### src/rtl/mmu_pkg.sv
// Shared MMU types: requester IDs, field widths and TLB attribute bundle.
// Imported by the TLB search arbiter and its picker.
package mmu_pkg;

  localparam int VPN2_W = 19;
  localparam int PFN_W  = 20;
  localparam int ASID_W = 8;

  typedef enum logic [1:0] {
    REQ_I    = 2'd0,
    REQ_D    = 2'd1,
    REQ_P    = 2'd2,
    REQ_NONE = 2'd3
  } req_id_e;

  typedef struct packed {
    logic [PFN_W-1:0] pfn;
    logic [2:0]       c;
    logic             d;
    logic             v;
  } tlb_attr_t;

endpackage

### src/rtl/tlb_search_arb_if.sv
// Requester handshakes, TLB search port and shared response bus
// of the TLB search arbiter.
interface tlb_search_arb_if
  import mmu_pkg::*;
#(
  parameter int TLBNUM = 16
);

  localparam int IW = $clog2(TLBNUM);

  logic              i_req;
  logic              d_req;
  logic              p_req;
  logic [VPN2_W-1:0] i_vpn2;
  logic [VPN2_W-1:0] d_vpn2;
  logic [VPN2_W-1:0] p_vpn2;
  logic              i_odd;
  logic              d_odd;
  logic              p_odd;
  logic              i_ready;
  logic              d_ready;
  logic              p_ready;
  logic [ASID_W-1:0] asid;
  logic              tlb_we;
  logic              flush;

  logic [VPN2_W-1:0] s_vpn2;
  logic              s_odd_page;
  logic [ASID_W-1:0] s_asid;
  logic              s_found;
  logic [IW-1:0]     s_index;
  logic [PFN_W-1:0]  s_pfn;
  logic [2:0]        s_c;
  logic              s_d;
  logic              s_v;

  logic              i_rvalid;
  logic              d_rvalid;
  logic              p_rvalid;
  logic              r_found;
  logic [IW-1:0]     r_index;
  logic [PFN_W-1:0]  r_pfn;
  logic [2:0]        r_c;
  logic              r_d;
  logic              r_v;

  modport slave (
    input  i_req, d_req, p_req,
    input  i_vpn2, d_vpn2, p_vpn2,
    input  i_odd, d_odd, p_odd,
    output i_ready, d_ready, p_ready,
    input  asid, tlb_we, flush,
    output s_vpn2, s_odd_page, s_asid,
    input  s_found, s_index, s_pfn, s_c, s_d, s_v,
    output i_rvalid, d_rvalid, p_rvalid,
    output r_found, r_index, r_pfn, r_c, r_d, r_v
  );

  modport master (
    output i_req, d_req, p_req,
    output i_vpn2, d_vpn2, p_vpn2,
    output i_odd, d_odd, p_odd,
    input  i_ready, d_ready, p_ready,
    output asid, tlb_we, flush,
    input  s_vpn2, s_odd_page, s_asid,
    output s_found, s_index, s_pfn, s_c, s_d, s_v,
    input  i_rvalid, d_rvalid, p_rvalid,
    input  r_found, r_index, r_pfn, r_c, r_d, r_v
  );

endinterface

### src/rtl/tlb_search_arb_pick.sv
// Fixed-priority picker p > d > i; promote_i lifts i above d only.
// Grant bits: [0]=i, [1]=d, [2]=p.
module tlb_arb_pick
  import mmu_pkg::*;
(
  input  logic       i_req,
  input  logic       d_req,
  input  logic       p_req,
  input  logic       promote_i,
  input  logic       block,
  output logic [2:0] gnt,
  output req_id_e    win
);

  // Terms are mutually exclusive so the grant is one-hot by construction.
  assign gnt[2] = !block && p_req;
  assign gnt[0] = !block && !p_req && i_req
                  && (promote_i || !d_req);
  assign gnt[1] = !block && !p_req && d_req
                  && !(promote_i && i_req);

  always_comb begin
    win = REQ_NONE;
    unique case (1'b1)
      gnt[0]:  win = REQ_I;
      gnt[1]:  win = REQ_D;
      gnt[2]:  win = REQ_P;
      default: win = REQ_NONE;
    endcase
  end

endmodule

### src/rtl/tlb_search_arb.sv
// Shares one TLB search port among inst MMU, data MMU and TLBP.
// Result is registered; owner tracks which requester gets rvalid.
module tlb_search_arb
  import mmu_pkg::*;
#(
  parameter int TLBNUM       = 16,
  parameter int STARVE_LIMIT = 3
) (
  input  logic             clk,
  input  logic             reset,
  tlb_search_arb_if.slave  bus
);

  localparam int IW = $clog2(TLBNUM);
  localparam int SW = $clog2(STARVE_LIMIT + 1);
  localparam logic [SW-1:0] LIM = SW'(STARVE_LIMIT);

  logic [2:0]        gnt;
  req_id_e           win;
  req_id_e           owner;
  logic [SW-1:0]     starve_cnt;
  logic              promote;
  logic [VPN2_W-1:0] s_vpn2;
  logic              s_odd;
  logic              r_found;
  logic [IW-1:0]     r_index;
  tlb_attr_t         r_attr;
  logic              kill_grant;

  assign promote = (starve_cnt == LIM);

  // Reset blocks grants like a TLB write does.
  tlb_arb_pick u_pick (
    .i_req     (bus.i_req),
    .d_req     (bus.d_req),
    .p_req     (bus.p_req),
    .promote_i (promote),
    .block     (bus.tlb_we || reset),
    .gnt       (gnt),
    .win       (win)
  );

  assign bus.i_ready = gnt[0];
  assign bus.d_ready = gnt[1];
  assign bus.p_ready = gnt[2];

  always_comb begin
    s_vpn2 = bus.i_vpn2;
    s_odd  = bus.i_odd;
    unique case (1'b1)
      gnt[1]: begin
        s_vpn2 = bus.d_vpn2;
        s_odd  = bus.d_odd;
      end
      gnt[2]: begin
        s_vpn2 = bus.p_vpn2;
        s_odd  = 1'b0;
      end
      default: ;
    endcase
  end

  assign bus.s_vpn2     = s_vpn2;
  assign bus.s_odd_page = s_odd;
  assign bus.s_asid     = bus.asid;

  assign kill_grant = bus.flush
                      && (win == REQ_I || win == REQ_D);

  always_ff @(posedge clk) begin
    if (reset) begin
      owner      <= REQ_NONE;
      starve_cnt <= '0;
      r_found    <= 1'b0;
      r_index    <= '0;
      r_attr     <= '0;
    end else begin
      owner <= kill_grant ? REQ_NONE : win;
      if (win != REQ_NONE) begin
        r_found    <= bus.s_found;
        r_index    <= bus.s_index;
        r_attr.pfn <= bus.s_pfn;
        r_attr.c   <= bus.s_c;
        r_attr.d   <= bus.s_d;
        r_attr.v   <= bus.s_v;
      end
      if (!bus.i_req || gnt[0])
        starve_cnt <= '0;
      else if (starve_cnt != LIM)
        starve_cnt <= starve_cnt + 1'b1;
    end
  end

  // Flush in the response cycle kills MMU responses, never TLBP.
  assign bus.i_rvalid = (owner == REQ_I) && !bus.flush && !reset;
  assign bus.d_rvalid = (owner == REQ_D) && !bus.flush && !reset;
  assign bus.p_rvalid = (owner == REQ_P) && !reset;

  assign bus.r_found = r_found;
  assign bus.r_index = r_index;
  assign bus.r_pfn   = r_attr.pfn;
  assign bus.r_c     = r_attr.c;
  assign bus.r_d     = r_attr.d;
  assign bus.r_v     = r_attr.v;

endmodule

### src/flat_wrapper.sv
// flat-port wrapper written by rule: the top's interface ports become plain ports
module tlb_search_arb_flat import mmu_pkg::*;
#(
  parameter int TLBNUM       = 16,
  parameter int STARVE_LIMIT = 3
)
  (clk, reset, bus_i_req, bus_d_req, bus_p_req, bus_i_vpn2, bus_d_vpn2, bus_p_vpn2, bus_i_odd, bus_d_odd, bus_p_odd, bus_i_ready, bus_d_ready, bus_p_ready, bus_asid, bus_tlb_we, bus_flush, bus_s_vpn2, bus_s_odd_page, bus_s_asid, bus_s_found, bus_s_index, bus_s_pfn, bus_s_c, bus_s_d, bus_s_v, bus_i_rvalid, bus_d_rvalid, bus_p_rvalid, bus_r_found, bus_r_index, bus_r_pfn, bus_r_c, bus_r_d, bus_r_v);
  tlb_search_arb_if #(.TLBNUM(TLBNUM)) bus_i ();
  input  logic clk;
  input  logic reset;
  input wire logic [$bits(bus_i.i_req)-1:0] bus_i_req;
  input wire logic [$bits(bus_i.d_req)-1:0] bus_d_req;
  input wire logic [$bits(bus_i.p_req)-1:0] bus_p_req;
  input wire logic [$bits(bus_i.i_vpn2)-1:0] bus_i_vpn2;
  input wire logic [$bits(bus_i.d_vpn2)-1:0] bus_d_vpn2;
  input wire logic [$bits(bus_i.p_vpn2)-1:0] bus_p_vpn2;
  input wire logic [$bits(bus_i.i_odd)-1:0] bus_i_odd;
  input wire logic [$bits(bus_i.d_odd)-1:0] bus_d_odd;
  input wire logic [$bits(bus_i.p_odd)-1:0] bus_p_odd;
  output wire logic [$bits(bus_i.i_ready)-1:0] bus_i_ready;
  output wire logic [$bits(bus_i.d_ready)-1:0] bus_d_ready;
  output wire logic [$bits(bus_i.p_ready)-1:0] bus_p_ready;
  input wire logic [$bits(bus_i.asid)-1:0] bus_asid;
  input wire logic [$bits(bus_i.tlb_we)-1:0] bus_tlb_we;
  input wire logic [$bits(bus_i.flush)-1:0] bus_flush;
  output wire logic [$bits(bus_i.s_vpn2)-1:0] bus_s_vpn2;
  output wire logic [$bits(bus_i.s_odd_page)-1:0] bus_s_odd_page;
  output wire logic [$bits(bus_i.s_asid)-1:0] bus_s_asid;
  input wire logic [$bits(bus_i.s_found)-1:0] bus_s_found;
  input wire logic [$bits(bus_i.s_index)-1:0] bus_s_index;
  input wire logic [$bits(bus_i.s_pfn)-1:0] bus_s_pfn;
  input wire logic [$bits(bus_i.s_c)-1:0] bus_s_c;
  input wire logic [$bits(bus_i.s_d)-1:0] bus_s_d;
  input wire logic [$bits(bus_i.s_v)-1:0] bus_s_v;
  output wire logic [$bits(bus_i.i_rvalid)-1:0] bus_i_rvalid;
  output wire logic [$bits(bus_i.d_rvalid)-1:0] bus_d_rvalid;
  output wire logic [$bits(bus_i.p_rvalid)-1:0] bus_p_rvalid;
  output wire logic [$bits(bus_i.r_found)-1:0] bus_r_found;
  output wire logic [$bits(bus_i.r_index)-1:0] bus_r_index;
  output wire logic [$bits(bus_i.r_pfn)-1:0] bus_r_pfn;
  output wire logic [$bits(bus_i.r_c)-1:0] bus_r_c;
  output wire logic [$bits(bus_i.r_d)-1:0] bus_r_d;
  output wire logic [$bits(bus_i.r_v)-1:0] bus_r_v;
  assign bus_i.i_req = bus_i_req;
  assign bus_i.d_req = bus_d_req;
  assign bus_i.p_req = bus_p_req;
  assign bus_i.i_vpn2 = bus_i_vpn2;
  assign bus_i.d_vpn2 = bus_d_vpn2;
  assign bus_i.p_vpn2 = bus_p_vpn2;
  assign bus_i.i_odd = bus_i_odd;
  assign bus_i.d_odd = bus_d_odd;
  assign bus_i.p_odd = bus_p_odd;
  assign bus_i_ready = bus_i.i_ready;
  assign bus_d_ready = bus_i.d_ready;
  assign bus_p_ready = bus_i.p_ready;
  assign bus_i.asid = bus_asid;
  assign bus_i.tlb_we = bus_tlb_we;
  assign bus_i.flush = bus_flush;
  assign bus_s_vpn2 = bus_i.s_vpn2;
  assign bus_s_odd_page = bus_i.s_odd_page;
  assign bus_s_asid = bus_i.s_asid;
  assign bus_i.s_found = bus_s_found;
  assign bus_i.s_index = bus_s_index;
  assign bus_i.s_pfn = bus_s_pfn;
  assign bus_i.s_c = bus_s_c;
  assign bus_i.s_d = bus_s_d;
  assign bus_i.s_v = bus_s_v;
  assign bus_i_rvalid = bus_i.i_rvalid;
  assign bus_d_rvalid = bus_i.d_rvalid;
  assign bus_p_rvalid = bus_i.p_rvalid;
  assign bus_r_found = bus_i.r_found;
  assign bus_r_index = bus_i.r_index;
  assign bus_r_pfn = bus_i.r_pfn;
  assign bus_r_c = bus_i.r_c;
  assign bus_r_d = bus_i.r_d;
  assign bus_r_v = bus_i.r_v;
  tlb_search_arb #(.TLBNUM(TLBNUM), .STARVE_LIMIT(STARVE_LIMIT)) u_core (.clk(clk), .reset(reset), .bus(bus_i));
endmodule
### config.mk
export PLATFORM = sky130hd
export DESIGN_NAME = tlb_search_arb_flat
export DESIGN_NICKNAME = d
export VERILOG_FILES = /design/src/rtl/mmu_pkg.sv /design/src/rtl/tlb_search_arb_if.sv /design/src/rtl/tlb_search_arb_pick.sv /design/src/rtl/tlb_search_arb.sv /design/src/flat_wrapper.sv
export SDC_FILE = /design/constraint.sdc
export NUM_CORES = 1
export LEC_CHECK = 0
export BUFFER_PORTS_ARGS = -buffer_cell sky130_fd_sc_hd__buf_2
export CORE_ASPECT_RATIO = 0.5
export CORE_UTILIZATION = 33
export DETAILED_ROUTE_END_ITERATION = 16
export PLACE_DENSITY = 0.76
export SLEW_MARGIN = 20
export SYNTH_ARGS = -nofsm -noshare
export SYNTH_HDL_FRONTEND = slang
export SYNTH_SLANG_ARGS = --single-unit
### constraint.sdc
create_clock -name clk -period 1.9 [get_ports clk]
set_clock_uncertainty 0.05 [all_clocks]
set_input_delay 0.475 -clock clk [delete_from_list [all_inputs] [get_ports clk]]
set_output_delay 0.475 -clock clk [all_outputs]
set_load 0.02 [all_outputs]
Word-level counts from Yosys, hierarchy flattened --
Index checks and enable logic that the tools add are counted. Widths: inputs -> output; s select.
Word-level totals: output and inout port bits 64, register bits 34, logic and storage cells 46, input port bits 105
Cells by class: eq/ne operators 6, multiplexer cells 3, reductions and logical operators 28, $add $sub $neg 1
Operators with widths (count):
- $pmux 19 s2 | 1
- $logic_and 1x1->1 | 13
- $logic_not 1->1 | 7
- $pmux 2 s3 | 1
- $eq 2x1->1 const B | 2
- $eq 2x2->1 const B | 2
- $logic_not 2->1 | 2
- $logic_or 1x1->1 | 4
- $ne 2x2->1 const B | 2
- $reduce_or 2->1 | 2
- $add 2x1->2 const B | 1
- $pmux 1 s2 | 1

Logic depth before layout (Yosys ltp) --
Gate-level depths: netlist of run 1.
depth in word-level cells 10, gate-level depth with buffers 6, depth with buffers taken out 4

Modules after synthesis --
A second synthesis of run 1 with hierarchy kept.
Unflattened totals: cells, all modules 220, area, all modules 1954.4 µm²
Modules (own cells, without submodules):
- tlb_search_arb | instances 1, seq. area each 680.7 µm², cells an instance 210, area an instance 1898.1 µm²
- tlb_arb_pick | instances 1, seq. area each 0.0 µm², cells an instance 10, area an instance 56.3 µm²

Worst setup path before layout of run 1 --
Ideal clock, no wire load.
path type register to output, start reg u_core.starve_cnt[0], end out bus_s_vpn2[0], arrival 1.545 ns, path buffers 2, path slack -0.170 ns, stages on the path, launching flop included 7, required time 1.375 ns, cells stage by stage dfxtp_1 -> ha_1 -> a21boi_0 -> and3b_1 -> buf_6 -> buf_6 -> a221o_1
On the way: word-level cells in the longest chain between the ends 5
Ends and longest elaborated chain:
- start: declaration | RTL line tlb_search_arb.sv:21 | logic [SW-1:0] starve_cnt;
- start signal: assignment | RTL line tlb_search_arb.sv:90 | starve_cnt <= starve_cnt + 1'b1;
- $eq 2x2->1 | RTL line tlb_search_arb.sv:30 | assign promote = (starve_cnt == LIM);
- $logic_and 1x1->1 | RTL line tlb_search_arb_pick.sv:20 | && !(promote_i && i_req);
- $logic_not 1->1 | RTL line tlb_search_arb_pick.sv:20
- $logic_and 1x1->1 | RTL line tlb_search_arb_pick.sv:20
- net bus_d_ready | RTL line flat_wrapper.sv:21 | output wire logic [$bits(bus_i.d_ready)-1:0] bus_d_ready;
- $pmux 19 s2 | RTL line tlb_search_arb.sv:50 | unique case (1'b1)
- end: declaration | RTL line flat_wrapper.sv:26 | output wire logic [$bits(bus_i.s_vpn2)-1:0] bus_s_vpn2;
The timed path passes the listed nets, and every way through them passes these cells.

Final worst setup path of run 1 --
start reg u_core.starve_cnt[0], end out bus_s_vpn2[7]
On the way: word-level cells in the longest chain between the ends 5
Ends and longest elaborated chain (RTL line):
- $eq 2x2->1 | tlb_search_arb.sv:30
- $logic_and 1x1->1 | tlb_search_arb_pick.sv:20
- $logic_not 1->1 | tlb_search_arb_pick.sv:20
- $logic_and 1x1->1 | tlb_search_arb_pick.sv:20
- $pmux 19 s2 | tlb_search_arb.sv:50
Every way passes these cells.

==> results.txt, run 1 <==
----------------------------------------------------
[GRT]
  Grt met1 use ... 23.86%
  Global-route wire length before repair ... 9.128 mm
  Peak-usage layer in the global routing report ... met2
  Global route total overflow ... 0
  Met3 Track Usage GR ... 3.214%
  Met2 Use GR ... 38.74%
  Total routing usage reported by global routing ... 20.11%
  Largest net degree at the start of global routing ... 23
  Number of antenna violations at the first check in global routing ... 0
  Number of global-route vias before repair ... 1968

[Power]
  Clock network fraction of total power ... 29.2%
  Power per cell area ... 660.4 mW/mm²
  Share of power burned in registers ... 41.7%
  P_sw ... 0.0005710 W
  Switch share ... 30.20%
  Combinational cell fraction of total power ... 29.1%
  Design Power ... 0.001891 W
  Worst supply voltage drop on vdd ... 0.3151 mV
  Power Internal ... 0.001320 W
  Leak ... 1.622 nW

[Clock tree]
  Maximum root-to-sink buffer count ... 2
  Cell at the root of the clock tree ... sky130_fd_sc_hd__clkbuf_8
  Number of clock sinks ... 34
  Quantity of hold-fixing buffers added after cts ... 0
  # H-tree levels ... 2
  Clock transition time at the flip-flop clock pins of the worst setup and hold paths ... 0.08 ns
  CTS tree ... built
  Clock latency on the worst-skew pair ... 0.27 ns
  Number of buffers created by CTS ... 5

[Logic synthesis]
  Post-synthesis async set-or-reset flop share ... 0%
  Cell with the most instances after synthesis ... sky130_fd_sc_hd__and3_1
  Number of synthesized flops with an enable pin ... 0
  Synth top area cells ... sky130_fd_sc_hd__dfxtp_1 (38%), sky130_fd_sc_hd__and3_1 (17%), sky130_fd_sc_hd__a31o_2 (11%)
  Area share of the leading cell type in the synthesized netlist ... 37.80%
  Synth area leader ... sky130_fd_sc_hd__dfxtp_1
  Post-synth top flop ... sky130_fd_sc_hd__dfxtp_1
  Synthesized instance count ... 186
  Commonest cells post-synth ... sky130_fd_sc_hd__and3_1 (48), sky130_fd_sc_hd__dfxtp_1 (34), sky130_fd_sc_hd__a31o_2 (23), sky130_fd_sc_hd__a221o_1 (18), sky130_fd_sc_hd__clkbuf_1 (10)
  Sequential element share of the synthesized area ... 37.80%
  Mapped cell area ... 0.001800 mm²
  Flop and latch count out of synthesis ... 34
  Mean instance size in the synthesized netlist ... 9.680 µm²
  Total number of yosys warnings ... 0
  Mapped Nets ... 292
  Count of distinct cell types in the synthesized netlist ... 32

[Worst hold path]
  Classification of the worst-slack hold path ... input port to register

[Layout]
  Relative area change from synthesis to final layout ... 59.00%
  Final antenna diode count ... 0
  Layout cells sized above 1 ... 63.99%
  Reg area ... 683.2 µm²
  Area of combinational cells with multiple inputs ... 978.4 µm²
  Fill cells ... 459
  Final net count ... 441

[Worst setup path]
  Critical-path cell list ... ha_4, a21boi_4, and3b_2, buf_6, a221o_1, buf_2
  Type of origin of the critical path ... register
  Peak fanout along the critical path ... 13
  CP arrival ... 1.78 ns
  Type of the worst setup path ... register to output port
  Kind of end point of the critical path ... output port
  Slowest cell delay on critical path ... 0.35 ns
  Slowest CP cell ... sky130_fd_sc_hd__dfxtp_2
  Data required time at the worst endpoint ... 1.37 ns

[Timing]
  Fmax ... 434.2 MHz
  Time the final worst path needs with I/O delays and setup ... 2.303 ns
  Final Max Tran Viols ... 0
  Max_slew headroom ... 66.30%
  RSZ-0062 raised after global routing ... true
  Final critical-path share of the clock period ... 121.2%
  Total negative slack ... -7.192 ns
  Worst setup slack after layout ... -0.4033 ns
  Hold violation total from the final report ... 0
  Actual slew at the worst max-slew pin ... 0.5036 ns
  Final setup violating endpoints ... 21

[Floorplan]
  Placement Rows ... 18
  Area enclosed by the die boundary ... 0.005773 mm²
  Y dimension of the die ... 54.23 µm
  Starting utilization of the core area ... 35.37%
  Core region area ... 0.005090 mm²
  I/O Pins ... 169
  Chip Width ... 106.5 µm

[Detailed routing]
  Number of remaining DRC errors ... 0
  Routed wire per std cell ... 15.96 µm
  Final antenna-violating net count ... 0
  Total Routed Length ... 6.481 mm
  Violation count after the first detailed-route iteration ... 128
  Routed via count ... 2091
  Vias per cell ... 5.150
  Number of detailed-route iterations in the first pass ... 4

[Place]
  HPWL reported at the end of detailed placement ... 5.023 mm
  Port Buffers ... 151
  Placer congestion estimate ... 0.8018

[Outcome]
  Failing checks ... negative setup slack
  Run status ... complete, but fails checks

[Flow run]
  MaxCap Viol Count ... 0

----------------------------------------------------
-- metal layers --
metal,vias up,routed length [µm]
met3,10,246
met5,-,0
li1,1019,-
met1,1010,2715
met4,0,65
met2,52,3453
-- path summary, 6_finish.rpt --
check	slack, ns	from	cells past startpoint	end
max	-0.40	u_core.starve_cnt[0]	6	bus_s_vpn2[7]
min	0.40	bus_flush	2	u_core.owner[0]
max reg2reg	0.35	u_core.starve_cnt[0]	6	u_core.owner[0]
min reg2reg	0.43	u_core.bus.r_pfn[10]	1	u_core.bus.r_pfn[10]
-- cell type report --
type	instances	area share [%]
tap	70	3.059
clock inverter	2	0.4371
multi-input combinational	121	34.18
inverter	2	0.2622
sequential	34	23.86
clock buffer	6	2.885
timing repair buffer	171	35.31
-- cells by family (layout without fill, tap and decap cells) --
group / after synthesis / after routing / share of synthesized area (%)
AO/OA/AOI/OAI: 54 / 54 / 27.66
XOR/XNOR: 1 / 1 / 0.4865
adder cells (fa/ha/maj): 1 / 1 / 0.6948
buffers and inverters: 31 / 181 / 9.937
flip-flops: 34 / 34 / 37.80
multiplexers: 2 / 2 / 1.181
AND/OR/NAND/NOR: 63 / 63 / 22.24
-- flip-flops by register name, summed over array words and instances, names as in the netlist --
signal,count
u_core.bus.r_v,1
u_core.bus.r_index,4
u_core.bus.r_pfn,20
u_core.bus.r_d,1
u_core.bus.r_found,1
u_core.starve_cnt,2
u_core.owner,2
u_core.bus.r_c,3
-- timing repair --
item / CTS / global route
endpoints found under the setup margin: 21 / 23
setup buffers: 0 / 1
gates resized for setup: 24 / 7
pin swaps: 3 / 1
-- cells in the final DEF (no fill, tap or decap), types with 2 or more instances in the layout --
master	instances
sky130_fd_sc_hd__a31o_1	7
sky130_fd_sc_hd__dfxtp_2	2
sky130_fd_sc_hd__buf_6	10
sky130_fd_sc_hd__and3_1	48
sky130_fd_sc_hd__a221o_1	18
sky130_fd_sc_hd__buf_2	142
sky130_fd_sc_hd__a31o_2	23
sky130_fd_sc_hd__nor2_1	2
sky130_fd_sc_hd__clkbuf_8	6
sky130_fd_sc_hd__dfxtp_1	32
sky130_fd_sc_hd__buf_4	15
sky130_fd_sc_hd__inv_1	2
sky130_fd_sc_hd__nand2_1	3
sky130_fd_sc_hd__buf_12	3
-- worst max-delay path, delay by kind of cell (launching register included) --
family	cells	cell delay [ns]
compound gates	2	0.41
simple gates	1	0.25
buf+inv	2	0.33
flops	1	0.35
fa+ha+maj	1	0.15
-- power groups by stage --
| stage | registers (W) | clock network [W] | logic, W |
|---|---|---|---|
| after floorplan | 0.000859 | 0 | 0.000248 |
| after global placement | 0.000799 | 0 | 0.000505 |
| after detailed placement | 0.000803 | 0 | 0.000517 |
| after CTS | 0.000787 | 0.000560 | 0.000542 |
| after global routing | 0.000793 | 0.000599 | 0.000586 |
| final | 0.000788 | 0.000553 | 0.000550 |
-- through the flow --
stage | instances | util (%) | setup WS [ns] | hold slack [ns] | area (µm²)
floorplan | 186 | - | -0.05874 | 0.4250 | 1818
global placement | 398 | 52.24 | -0.3581 | 0.4023 | 2659
detailed placement | 398 | 52.24 | -0.4271 | 0.4167 | 2659
CTS | 406 | 55.83 | -0.3905 | 0.3918 | 2841
global route | 406 | 56.24 | -0.4441 | 0.3996 | 2863
finish | 406 | 56.24 | -0.4033 | 0.3964 | 2863
(Power assumes the default switching activity.)
==> inputs of run 2 (changes only) <==
--- a/config.mk
+++ b/config.mk
@@ -7,9 +7,9 @@
 export LEC_CHECK = 0
 export BUFFER_PORTS_ARGS = -buffer_cell sky130_fd_sc_hd__buf_2
 export CORE_ASPECT_RATIO = 0.5
-export CORE_UTILIZATION = 33
+export CORE_UTILIZATION = 37
 export DETAILED_ROUTE_END_ITERATION = 16
-export PLACE_DENSITY = 0.76
+export PLACE_DENSITY = 0.81
 export SLEW_MARGIN = 20
 export SYNTH_ARGS = -nofsm -noshare
 export SYNTH_HDL_FRONTEND = slang
==> constraint.sdc (replaced) <==
create_clock -name clk -period 2.16 [get_ports clk]
set_clock_uncertainty 0.05 [all_clocks]
set_input_delay 0.54 -clock clk [delete_from_list [all_inputs] [get_ports clk]]
set_output_delay 0.54 -clock clk [all_outputs]
set_load 0.02 [all_outputs]
==> results.txt, run 2 (same netlist as run 1, synthesis figures left out) <==
----------------------------------------------------
[Outcome]
  Failing checks ... negative setup slack
  Run status ... complete, but fails checks

[Worst setup path]
  Type of origin of the critical path ... register
  Slowest CP cell ... sky130_fd_sc_hd__dfxtp_4
  RR Startpoint ... u_core.starve_cnt[0]
  Worst path depth ... 6
  Type of the worst setup path ... register to output port
  Critical-path cell list ... ha_4, a21boi_4, and3b_2, buf_4, mux2_4, buf_6
  Data required time at the worst endpoint ... 1.57 ns
  CP arrival ... 1.77 ns
  Endpoint of the worst-slack reg-to-reg timing path ... u_core.owner[0]
  CP Buf/Inv Count ... 2
  Worst setup slack for register-to-register paths ... 0.46 ns
  Depth of the worst register-to-register path ... 7
  Kind of end point of the critical path ... output port
  Launch point of the critical path ... u_core.starve_cnt[1]
  Dominant delay contributor by cell family on the critical path ... flip-flops
  Slowest cell delay on critical path ... 0.36 ns
  Peak fanout along the critical path ... 2

[Clock tree]
  CTS tree ... built
  Clock transition time at the flip-flop clock pins of the worst setup and hold paths ... 0.07 ns
  Number of clock sinks ... 34
  Number of buffers created by CTS ... 5
  # H-tree levels ... 2
  Cell at the root of the clock tree ... sky130_fd_sc_hd__clkbuf_8
  Clock latency on the worst-skew pair ... 0.28 ns
  Maximum root-to-sink buffer count ... 2
  Quantity of hold-fixing buffers added after cts ... 0

[Layout]
  Final antenna diode count ... 0
  Layout cells sized above 1 ... 63.69%
  Finished Core Util ... 63.41%
  Relative area change from synthesis to final layout ... 59.56%
  Most frequent cells in the layout ... sky130_fd_sc_hd__buf_2 (140), sky130_fd_sc_hd__and3_1 (48), sky130_fd_sc_hd__dfxtp_1 (32)
  Final net count ... 442
  Most common cell after layout, fill and taps aside ... sky130_fd_sc_hd__buf_2
  Fill cells ... 370
  Max FFs per register ... 20

[Timing]
  Worst setup slack after layout ... -0.2030 ns
  Final critical-path share of the clock period ... 109.4%
  Hold violation total from the final report ... 0
  Total negative slack ... -3.489 ns
  Fmax ... 423.2 MHz
  Max_slew headroom ... 65.06%
  Final setup violating endpoints ... 21
  Final Max Tran Viols ... 0
  Time the final worst path needs with I/O delays and setup ... 2.363 ns
  RSZ-0062 raised after global routing ... true
  Actual slew at the worst max-slew pin ... 0.5221 ns

[Floorplan]
  Core region area ... 0.004531 mm²
  Area enclosed by the die boundary ... 0.005166 mm²
  Chip Width ... 100.7 µm
  Placement Rows ... 17
  Y dimension of the die ... 51.33 µm
  Starting utilization of the core area ... 39.74%
  I/O Pins ... 169

[Power]
  Power per cell area ... 618.1 mW/mm²
  Combinational cell fraction of total power ... 27.6%
  P_sw ... 0.0005014 W
  Leak ... 1.635 nW
  Switch share ... 28.24%
  Share of power burned in registers ... 39.1%
  Worst supply voltage drop on vdd ... 0.3437 mV
  Clock network fraction of total power ... 33.3%
  Power Internal ... 0.001274 W

[Detailed routing]
  Routed via count ... 2199
  Final antenna-violating net count ... 0
  Routed wire per std cell ... 17.36 µm
  Number of detailed-route iterations in the first pass ... 4
  Violation count after the first detailed-route iteration ... 157
  Vias per cell ... 5.470
  Number of remaining DRC errors ... 0
  Total Routed Length ... 6.979 mm

[GRT]
  Total routing usage reported by global routing ... 25.14%
  Global route total overflow ... 0
  Largest net degree at the start of global routing ... 32
  Number of antenna violations at the first check in global routing ... 0
  Number of global-route vias before repair ... 2157
  Global-route wire length before repair ... 10.06 mm

[Flow run]
  MaxCap Viol Count ... 0

[Worst hold path]
  Hold path depth ... 1
  Endpoint of the worst hold-timing path ... u_core.bus.r_index[0]
  Classification of the worst-slack hold path ... register to register
  Launch point of the worst hold path ... u_core.bus.r_index[0]

[Place]
  Placer congestion estimate ... 0.7127
  HPWL reported at the end of detailed placement ... 4.726 mm
  Port Buffers ... 151

----------------------------------------------------
==> run 2: worst max-delay path by stage <==
stage                      to  slack, ns
2_1_floorplan   bus_s_vpn2[0]       0.02
3_3_place_gp   bus_s_vpn2[11]      -0.22
3_5_place_dp   bus_s_vpn2[11]      -0.29
4_1_cts        bus_s_vpn2[17]      -0.22
5_1_grt        bus_s_odd_page      -0.27
6_report       bus_s_odd_page      -0.20
==> run 2: layer usage <==
metal | track usage, % | wire [µm] | part of all wire (%) | vias to the layer above
met2 | 47.60 | 3631 | 52 | 91
li1 | - | - | - | 1020
met4 | 13.29 | 286 | 4.1 | 0
met3 | 5.198 | 317 | 4.5 | 30
met1 | 26.89 | 2743 | 39 | 1058
met5 | 0 | 0 | 0 | -
==> run 2: what timing repair did <==
| action | 4_1_cts | 5_1_grt |
|---|---|---|
| endpoints found under the setup margin | 22 | 22 |
| hold endpoints to repair | 0 | 0 |
| resized for setup | 18 | 18 |
| buffers inserted | 3 | 3 |
| pin swaps | 3 | 7 |
==> run 2: stage by stage <==
stage          std cells  power (W)  hold slack (ns)  setup slack, ns  instance area [µm²]
4_1_cts              399   0.001745           0.4231          -0.2155                 2793
3_5_place_dp         389   0.001147           0.4068          -0.2901                 2592
6_report             402   0.001776           0.4288          -0.2030                 2873
5_1_grt              402   0.001849           0.4508          -0.2694                 2873
2_1_floorplan        186  0.0009719           0.4176          0.02071                 1800
3_3_place_gp         389   0.001131           0.4032          -0.2208                 2592
==> run 2: area by class of cell <==
cell class / count / area (µm²) / share of cell area, %
Clock buffer: 6 / 82.58 / 2.875
Multi-Input combinational cell: 121 / 977.2 / 34.02
Inverter: 2 / 7.507 / 0.2613
Sequential cell: 34 / 685.7 / 23.87
Tap cell: 66 / 82.58 / 2.875
Clock inverter: 1 / 30.03 / 1.045
Timing Repair Buffer: 172 / 1007 / 35.06
==> run 2: power by group through the flow <==
| stage | Combinational [W] | Clock [W] | Sequential, W |
|---|---|---|---|
| 6_report | 0.000490 | 0.000592 | 0.000694 |
| 5_1_grt | 0.000518 | 0.000633 | 0.000698 |
| 4_1_cts | 0.000459 | 0.000593 | 0.000694 |
| 3_5_place_dp | 0.000440 | 0 | 0.000706 |
| 3_3_place_gp | 0.000428 | 0 | 0.000703 |
| 2_1_floorplan | 0.000216 | 0 | 0.000756 |
